[src/rtl/elastic_config_loader_pkg.sv]
// Shared constants, record/config types and loader state encoding for the PE configuration loader.
package elastic_config_loader_pkg;

  localparam int CONTEXT_SIZE            = 16;
  localparam int CONTEXT_SIZE_BIT_LENGTH = 4;
  localparam int INPUT_NUM_BIT_LENGTH    = 3;
  localparam int NEIGHBOR_PE_NUM         = 4;
  localparam int OPERATION_BIT_LENGTH    = 4;
  localparam int DATA_WIDTH              = 32;

  typedef enum logic [1:0] {
    ST_IDLE  = 2'd0,
    ST_LOAD  = 2'd1,
    ST_START = 2'd2
  } loader_state_e;

  // One context entry as presented to the PE config port.
  typedef struct packed {
    logic [INPUT_NUM_BIT_LENGTH-1:0] in_sel_1;
    logic [INPUT_NUM_BIT_LENGTH-1:0] in_sel_2;
    logic [NEIGHBOR_PE_NUM-1:0]      out_en;
    logic [OPERATION_BIT_LENGTH-1:0] op;
    logic [DATA_WIDTH-1:0]           const_dat;
  } cfg_rec_t;

endpackage

[src/rtl/elastic_config_loader.sv]
// Streams config records into consecutive PE contexts, then pulses start_exec; write lands 1 cycle after a transfer.
// Backpressure: stop_input is high outside LOAD or while load_abort is asserted; never depends on valid_input.
module elastic_config_loader
  import elastic_config_loader_pkg::*;
(
  input  logic                               clk,
  input  logic                               reset_n,
  input  logic                               load_start,
  input  logic [CONTEXT_SIZE_BIT_LENGTH-1:0] load_max_id,
  input  logic                               load_abort,
  input  logic                               valid_input,
  output logic                               stop_input,
  input  logic [INPUT_NUM_BIT_LENGTH-1:0]    rec_input_PE_index_1,
  input  logic [INPUT_NUM_BIT_LENGTH-1:0]    rec_input_PE_index_2,
  input  logic [NEIGHBOR_PE_NUM-1:0]         rec_output_PE_index,
  input  logic [OPERATION_BIT_LENGTH-1:0]    rec_op,
  input  logic [DATA_WIDTH-1:0]              rec_const_data,
  output logic [INPUT_NUM_BIT_LENGTH-1:0]    config_input_PE_index_1,
  output logic [INPUT_NUM_BIT_LENGTH-1:0]    config_input_PE_index_2,
  output logic [NEIGHBOR_PE_NUM-1:0]         config_output_PE_index,
  output logic [OPERATION_BIT_LENGTH-1:0]    config_op,
  output logic [DATA_WIDTH-1:0]              config_const_data,
  output logic                               write_config_data,
  output logic [CONTEXT_SIZE_BIT_LENGTH-1:0] config_index,
  output logic                               start_exec,
  output logic [CONTEXT_SIZE_BIT_LENGTH-1:0] mapping_context_max_id,
  output logic                               busy
);

  loader_state_e                      state_q, state_d;
  logic [CONTEXT_SIZE_BIT_LENGTH-1:0] counter_q, counter_d;
  logic [CONTEXT_SIZE_BIT_LENGTH-1:0] max_id_q, max_id_d;
  logic [CONTEXT_SIZE_BIT_LENGTH-1:0] cfg_index_q, cfg_index_d;
  cfg_rec_t                           cfg_q, cfg_d;
  logic                               write_q, write_d;
  logic                               start_q, start_d;
  logic                               xfer;
  cfg_rec_t                           rec;

  assign rec = '{in_sel_1:  rec_input_PE_index_1,
                 in_sel_2:  rec_input_PE_index_2,
                 out_en:    rec_output_PE_index,
                 op:        rec_op,
                 const_dat: rec_const_data};

  // Abort gates acceptance in the same cycle so the aborted record is never written.
  assign stop_input = !((state_q == ST_LOAD) && !load_abort);
  assign xfer       = valid_input && !stop_input;

  always_comb begin
    state_d     = state_q;
    counter_d   = counter_q;
    max_id_d    = max_id_q;
    cfg_index_d = cfg_index_q;
    cfg_d       = cfg_q;
    write_d     = 1'b0;
    start_d     = 1'b0;
    unique case (state_q)
      ST_IDLE: begin
        if (load_start) begin
          state_d   = ST_LOAD;
          counter_d = '0;
          max_id_d  = load_max_id;
        end
      end
      ST_LOAD: begin
        if (load_abort) begin
          state_d = ST_IDLE;
        end else if (xfer) begin
          write_d     = 1'b1;
          cfg_d       = rec;
          cfg_index_d = counter_q;
          if (counter_q == max_id_q) begin
            state_d = ST_START;
          end else begin
            counter_d = counter_q + 1'b1;
          end
        end
      end
      ST_START: begin
        start_d = 1'b1;
        state_d = ST_IDLE;
      end
      default: state_d = ST_IDLE;
    endcase
  end

  always_ff @(posedge clk or negedge reset_n) begin
    if (!reset_n) begin
      state_q     <= ST_IDLE;
      counter_q   <= '0;
      max_id_q    <= '0;
      cfg_index_q <= '0;
      cfg_q       <= '0;
      write_q     <= 1'b0;
      start_q     <= 1'b0;
    end else begin
      state_q     <= state_d;
      counter_q   <= counter_d;
      max_id_q    <= max_id_d;
      cfg_index_q <= cfg_index_d;
      cfg_q       <= cfg_d;
      write_q     <= write_d;
      start_q     <= start_d;
    end
  end

  assign config_input_PE_index_1 = cfg_q.in_sel_1;
  assign config_input_PE_index_2 = cfg_q.in_sel_2;
  assign config_output_PE_index  = cfg_q.out_en;
  assign config_op               = cfg_q.op;
  assign config_const_data       = cfg_q.const_dat;
  assign config_index            = cfg_index_q;
  assign write_config_data       = write_q;
  assign start_exec              = start_q;
  assign mapping_context_max_id  = max_id_q;
  assign busy                    = (state_q != ST_IDLE);

endmodule
[config.mk]
export PLATFORM = sky130hd
export DESIGN_NAME = elastic_config_loader
export DESIGN_NICKNAME = d
export VERILOG_FILES = /design/src/rtl/elastic_config_loader_pkg.sv /design/src/rtl/elastic_config_loader.sv
export SDC_FILE = /design/constraint.sdc
export NUM_CORES = 1
export LEC_CHECK = 0
export BUFFER_PORTS_ARGS = -buffer_cell sky130_fd_sc_hd__buf_2
export CAP_MARGIN = 40
export CORE_MARGIN = 4
export CORE_UTILIZATION = 24
export DETAILED_ROUTE_END_ITERATION = 16
export PLACE_DENSITY = 0.55
export SLEW_MARGIN = 20
export SYNTH_ARGS = -nofsm -noshare
export SYNTH_HDL_FRONTEND = slang
export SYNTH_SLANG_ARGS = --single-unit
[constraint.sdc]
create_clock -name clk -period 4.6 [get_ports clk]
set_clock_uncertainty 0.15 [all_clocks]
set_input_delay 0.23 -clock clk [delete_from_list [all_inputs] [get_ports clk]]
set_output_delay 0.23 -clock clk [all_outputs]
set_load 0.02 [all_outputs]
* After elaboration in Yosys (flattened, before gate mapping)
Cells that the tools add are included.
** Operators by class
- Add/subtract/negate cells :: 1
- Multipliers :: 0
- Divide/modulo/power cells :: 0
- $lt $le $gt $ge :: 0
- Equality and inequality tests :: 9
- Shift operators :: 0
- Muxes and demuxes :: 14
- Bitwise logic cells :: 1
- Reduce and logical (&&, ||, !) cells :: 11
** Operators by type and width (count)
- $mux 4 :: 4
- $mux 2 :: 4
- $ne 2x2->1 const B :: 4
- $pmux 4 s2 :: 1
- $reduce_and 3->1 :: 2
- $reduce_and 5->1 :: 1
- $add 4x1->4 const B :: 1
- $eq 4x4->1 :: 1
- $mux 1 :: 4
- $pmux 2 s2 :: 1
- $reduce_bool 2->1 :: 2
- $ne 3x2->1 const B :: 1
- $ne 3x3->1 const B :: 1
- $eq 2x1->1 const B :: 1
- $eq 2x2->1 const B :: 1
- $logic_and 1x1->1 :: 2
- $logic_not 1->1 :: 2
- $logic_not 2->1 :: 1
- $reduce_and 2->1 :: 1
- $not 1->1 :: 1
** Storage, ports and cells
- Register bits after elaboration :: 62
- Bits in latches :: 0
- RAM bits :: 0
- Memory bits (read-only) :: 0
- Input bits :: 55
- Output and inout port bits :: 58
- Logic and storage cells :: 47
- Memories kept :: 0

* Depth between registers and ports, before layout
- Depth after elaboration :: 6
- Depth in mapped cells :: 5
- Depth with buffers taken out :: 4

* Worst setup path before layout
No wires, ideal clock.
- Path type :: reg-to-reg
- From :: register max_id_q[1] (netlist: mapping_context_max_id[1])
- To :: register counter_q[3]
- Setup time :: 127 ps
- Arrival time :: 1464 ps
- Data required time :: 4323 ps
- Slack :: 2859 ps
- Stages on the path, launching flop included :: 5
- Path buffers :: 0
- Period minus slack after synthesis :: 1741 ps
- Cells stage by stage :: dfrtp_1 xor2_1 or4_1 a32oi_1 o21ai_1
** Between the ends
- Cells in the longest elaborated chain, start to end :: 3
** Ends and longest elaborated chain
- start: declaration :: RTL line elastic_config_loader.sv:32 : logic [CONTEXT_SIZE_BIT_LENGTH-1:0] max_id_q, max_id_d;
- start signal: assignment :: RTL line elastic_config_loader.sv:100 : max_id_q <= max_id_d;
- $eq 4x4->1 :: RTL line elastic_config_loader.sv:73 : if (counter_q == max_id_q) begin
- $ne 2x2->1 (no source line)
- $reduce_and 5->1 (no source line)
- end signal: assignment :: RTL line elastic_config_loader.sv:99 : counter_q <= counter_d;
- end: declaration :: RTL line elastic_config_loader.sv:31 : logic [CONTEXT_SIZE_BIT_LENGTH-1:0] counter_q, counter_d;
No other way between the ends.
A chain may end at the register's enable or synchronous reset.

* Final worst setup path
- From :: input port valid_input
- To :: register counter_q[2]
** Between the ends
- Cells in the longest elaborated chain, start to end :: 3
** Ends and longest elaborated chain
- start: declaration :: RTL line elastic_config_loader.sv:11 : input logic valid_input,
- $logic_and 1x1->1 :: RTL line elastic_config_loader.sv:48 : assign xfer = valid_input && !stop_input;
- $ne 2x2->1 (no source line)
- $reduce_and 5->1 (no source line)
No other way between the ends.

==> flow_metrics.env <==
export IMPL_ys_seq_area_frac=0.640
export IMPL_hold_buffers=52
export IMPL_synthFlopType="dfrtp_1"
export IMPL_drtAntennaViolNets=0
export IMPL_grt_usage=0.107
export IMPL_powerDensity_mw_per_mm2=526
export IMPL_vias=1887
export IMPL_cts_buffers_inserted=9
export IMPL_diodes=0
export IMPL_async_flop_share=1.00
export IMPL_drt_iter0_drc=53
export IMPL_outcome="finished clean"
export IMPL_path_cells="dlygate4sd3_1 > buf_2 > nor4bb_4 > buf_4 > o41ai_4 > mux2i_1 > a21o_1"
export IMPL_grt_overflow_total=0
export IMPL_peakVddDrop_mv=0.198
export IMPL_final_max_slew_violation_count=0
export IMPL_core_area_mm2=0.00982
export IMPL_dieArea_mm2=0.0118
export IMPL_max_cap_viol_count=0
export IMPL_synthTopCellsByArea="dfrtp_1 64%, mux2_2 25%, xor2_1 1.4%, buf_2 1.2%, o41ai_4 1.1%"
export IMPL_endpoint_kind="flip-flop"
export IMPL_wire_per_inst_um=13.1
export IMPL_postCtsResizedCells=0
export IMPL_cts_sinks=62
export IMPL_rsz0062_at_grt="no"
export IMPL_dieHeight_um=108
export IMPL_fmax_mhz=478
export IMPL_max_stage_delay_ns=0.53
export IMPL_worst_pin_slew_ns=0.474
export IMPL_arrival_ns=2.16
export IMPL_synth_nets=210
export IMPL_synth_area_leader_cell="dfrtp_1"
export IMPL_cts_root_buf="clkbuf_8"
export IMPL_hpwlAfterDp_um=3750
export IMPL_final_cell_area_mm2=0.00388
export IMPL_initial_core_util=0.247
export IMPL_ys_types=27
export IMPL_row_count=36
export IMPL_yosysWarnings=0
export IMPL_post_cts_buffers=0
export IMPL_setup_viol=0
export IMPL_utilization=0.395
export IMPL_placed_cell_area_mm2=0.00316
export IMPL_grt_pass1_vias=2090
export IMPL_grt_max_degree=63
export IMPL_ys_seq_elements=62
export IMPL_clock_latency_ns=0.34
export IMPL_leakage_nw=1.85
export IMPL_gp_congestion=0.677
export IMPL_synth_most_common_cell="dfrtp_1"
export IMPL_grt_pass1_wl_um=9690
export IMPL_timing_setup_tns_ns=0
export IMPL_antenna_found_initial=0
export IMPL_cp_slowest_cell="dlygate4sd3_1"
export IMPL_routed_wl_um=6090
export IMPL_hold_viol=0
export IMPL_synth_edf_count=0
export IMPL_io_pins=113
export IMPL_slew_headroom=0.683
export IMPL_synth_common_cells="62 x dfrtp_1, 53 x mux2_2, 6 x buf_2"
export IMPL_port_buffers=112
export IMPL_drt_pass1_iter_count=4
export IMPL_critical_path_class="primary input to flip-flop"
export IMPL_avgSynthCellArea_um2=15.7
export IMPL_yosysTopAreaCellShare=0.640
export IMPL_required_ns=4.67
export IMPL_post_route_period_util=0.455
export IMPL_syn_inst=154
export IMPL_nNetsFinal=383
export IMPL_drcViolationCount=0
export IMPL_crit_path_start_kind="primary input"
export IMPL_period_minus_slack_ns=2.09
export IMPL_crit_fanout=31
export IMPL_hp_class="primary input to flip-flop"
export IMPL_drive_gt1_frac=0.561
export IMPL_area_growth_pct=60.1
export IMPL_die_width_um=108
export IMPL_viasPerCell=4.08
export IMPL_tritoncts="yes"
export IMPL_h_tree_depth=3
export IMPL_netlist_area_mm2=0.00242
export IMPL_clk_path_buf_depth=2
export IMPL_clk_pin_slew_ns=0.06
==> sequential cells by signal, indices dropped and copies added, names as in the netlist, 2 cells and up <==
register,flops
mapping_context_max_id,4
counter_q,4
config_output_PE_index,4
config_index,4
config_input_PE_index_1,3
config_const_data,32
config_input_PE_index_2,3
config_op,4
state_q,2
==> routing by layer <==
metal  GRT usage  wire, µm  up-vias
met5           0         0        -
met3      0.0424       447       11
li1            -         -      891
met1       0.115      2360      918
met4      0.0460       116        0
met2       0.185      3170       67
==> cells by family (layout without fill, tap and decap cells) <==
group | after synthesis | count (layout) | share of synthesized area
compound gates | 8 | 8 | 0.0299
simple gates | 14 | 14 | 0.0367
fa+ha+maj | 1 | 1 | 0.00516
xor+xnor | 4 | 4 | 0.0145
mux | 55 | 55 | 0.255
buf+inv | 10 | 186 | 0.0186
flops | 62 | 62 | 0.640
==> cell type report <==
cell class	count	area, µm²
inverters	4	15.0
clock buffers	13	169
clock inverters	1	5.00
flip-flops and latches	62	1550
multi-input cells	82	842
fillers	936	5940
well taps	133	166
repair buffers	168	1130
==> where the power goes <==
group	leakage (nW)	total [W]	switching [W]	internal, W
sequential	0.753	0.000841	0.000105	0.000736
clock	0.0914	0.000434	0.000201	0.000233
combinational	1.01	0.000765	0.000427	0.000337
total	1.85	0.00204	0.000733	0.00131
==> stage by stage <==
stage                     setup slack, ns  total power, W  hold slack (ns)  instances
after floorplan                      2.86         0.00131           -0.216        154
after global placement               2.62         0.00157            0.303        396
after detailed placement             2.62         0.00158            0.303        396
after CTS                            2.51         0.00207           0.0890        462
after global routing                 2.43         0.00217            0.104        463
final                                2.51         0.00204            0.101        463
==> final timing paths <==
kind / to / slack [ns] / startpoint / cells past startpoint
worst max-delay path: counter_q[2] / 2.51 / valid_input / 7
worst min-delay path: state_q[1] / 0.10 / load_abort / 3
worst max register to register: counter_q[2] / 2.61 / state_q[1] / 5
worst min register to register: config_const_data[18] / 0.34 / config_const_data[18] / 1
max in group asynchronous: config_output_PE_index[0] / 3.64 / reset_n / 4
min in group asynchronous: mapping_context_max_id[1] / 0.17 / reset_n / 3
==> worst max-delay path, delay by kind of cell <==
family,cells,cell delay [ns]
compound gates,2,0.40
buf+inv,3,1.06
mux,1,0.16
simple gates,1,0.29
==> cells in the final DEF (no fill, tap or decap), drive strengths merged, types with 2 or more instances in the layout <==
master and instances:
dlygate4sd3 52, buf 116, xor2 4, o21ai 3, clkbuf 13, nand3b 2
mux2 54, inv 4, nor2 3, dfrtp 62
Power figures use the tool's default switching activity.
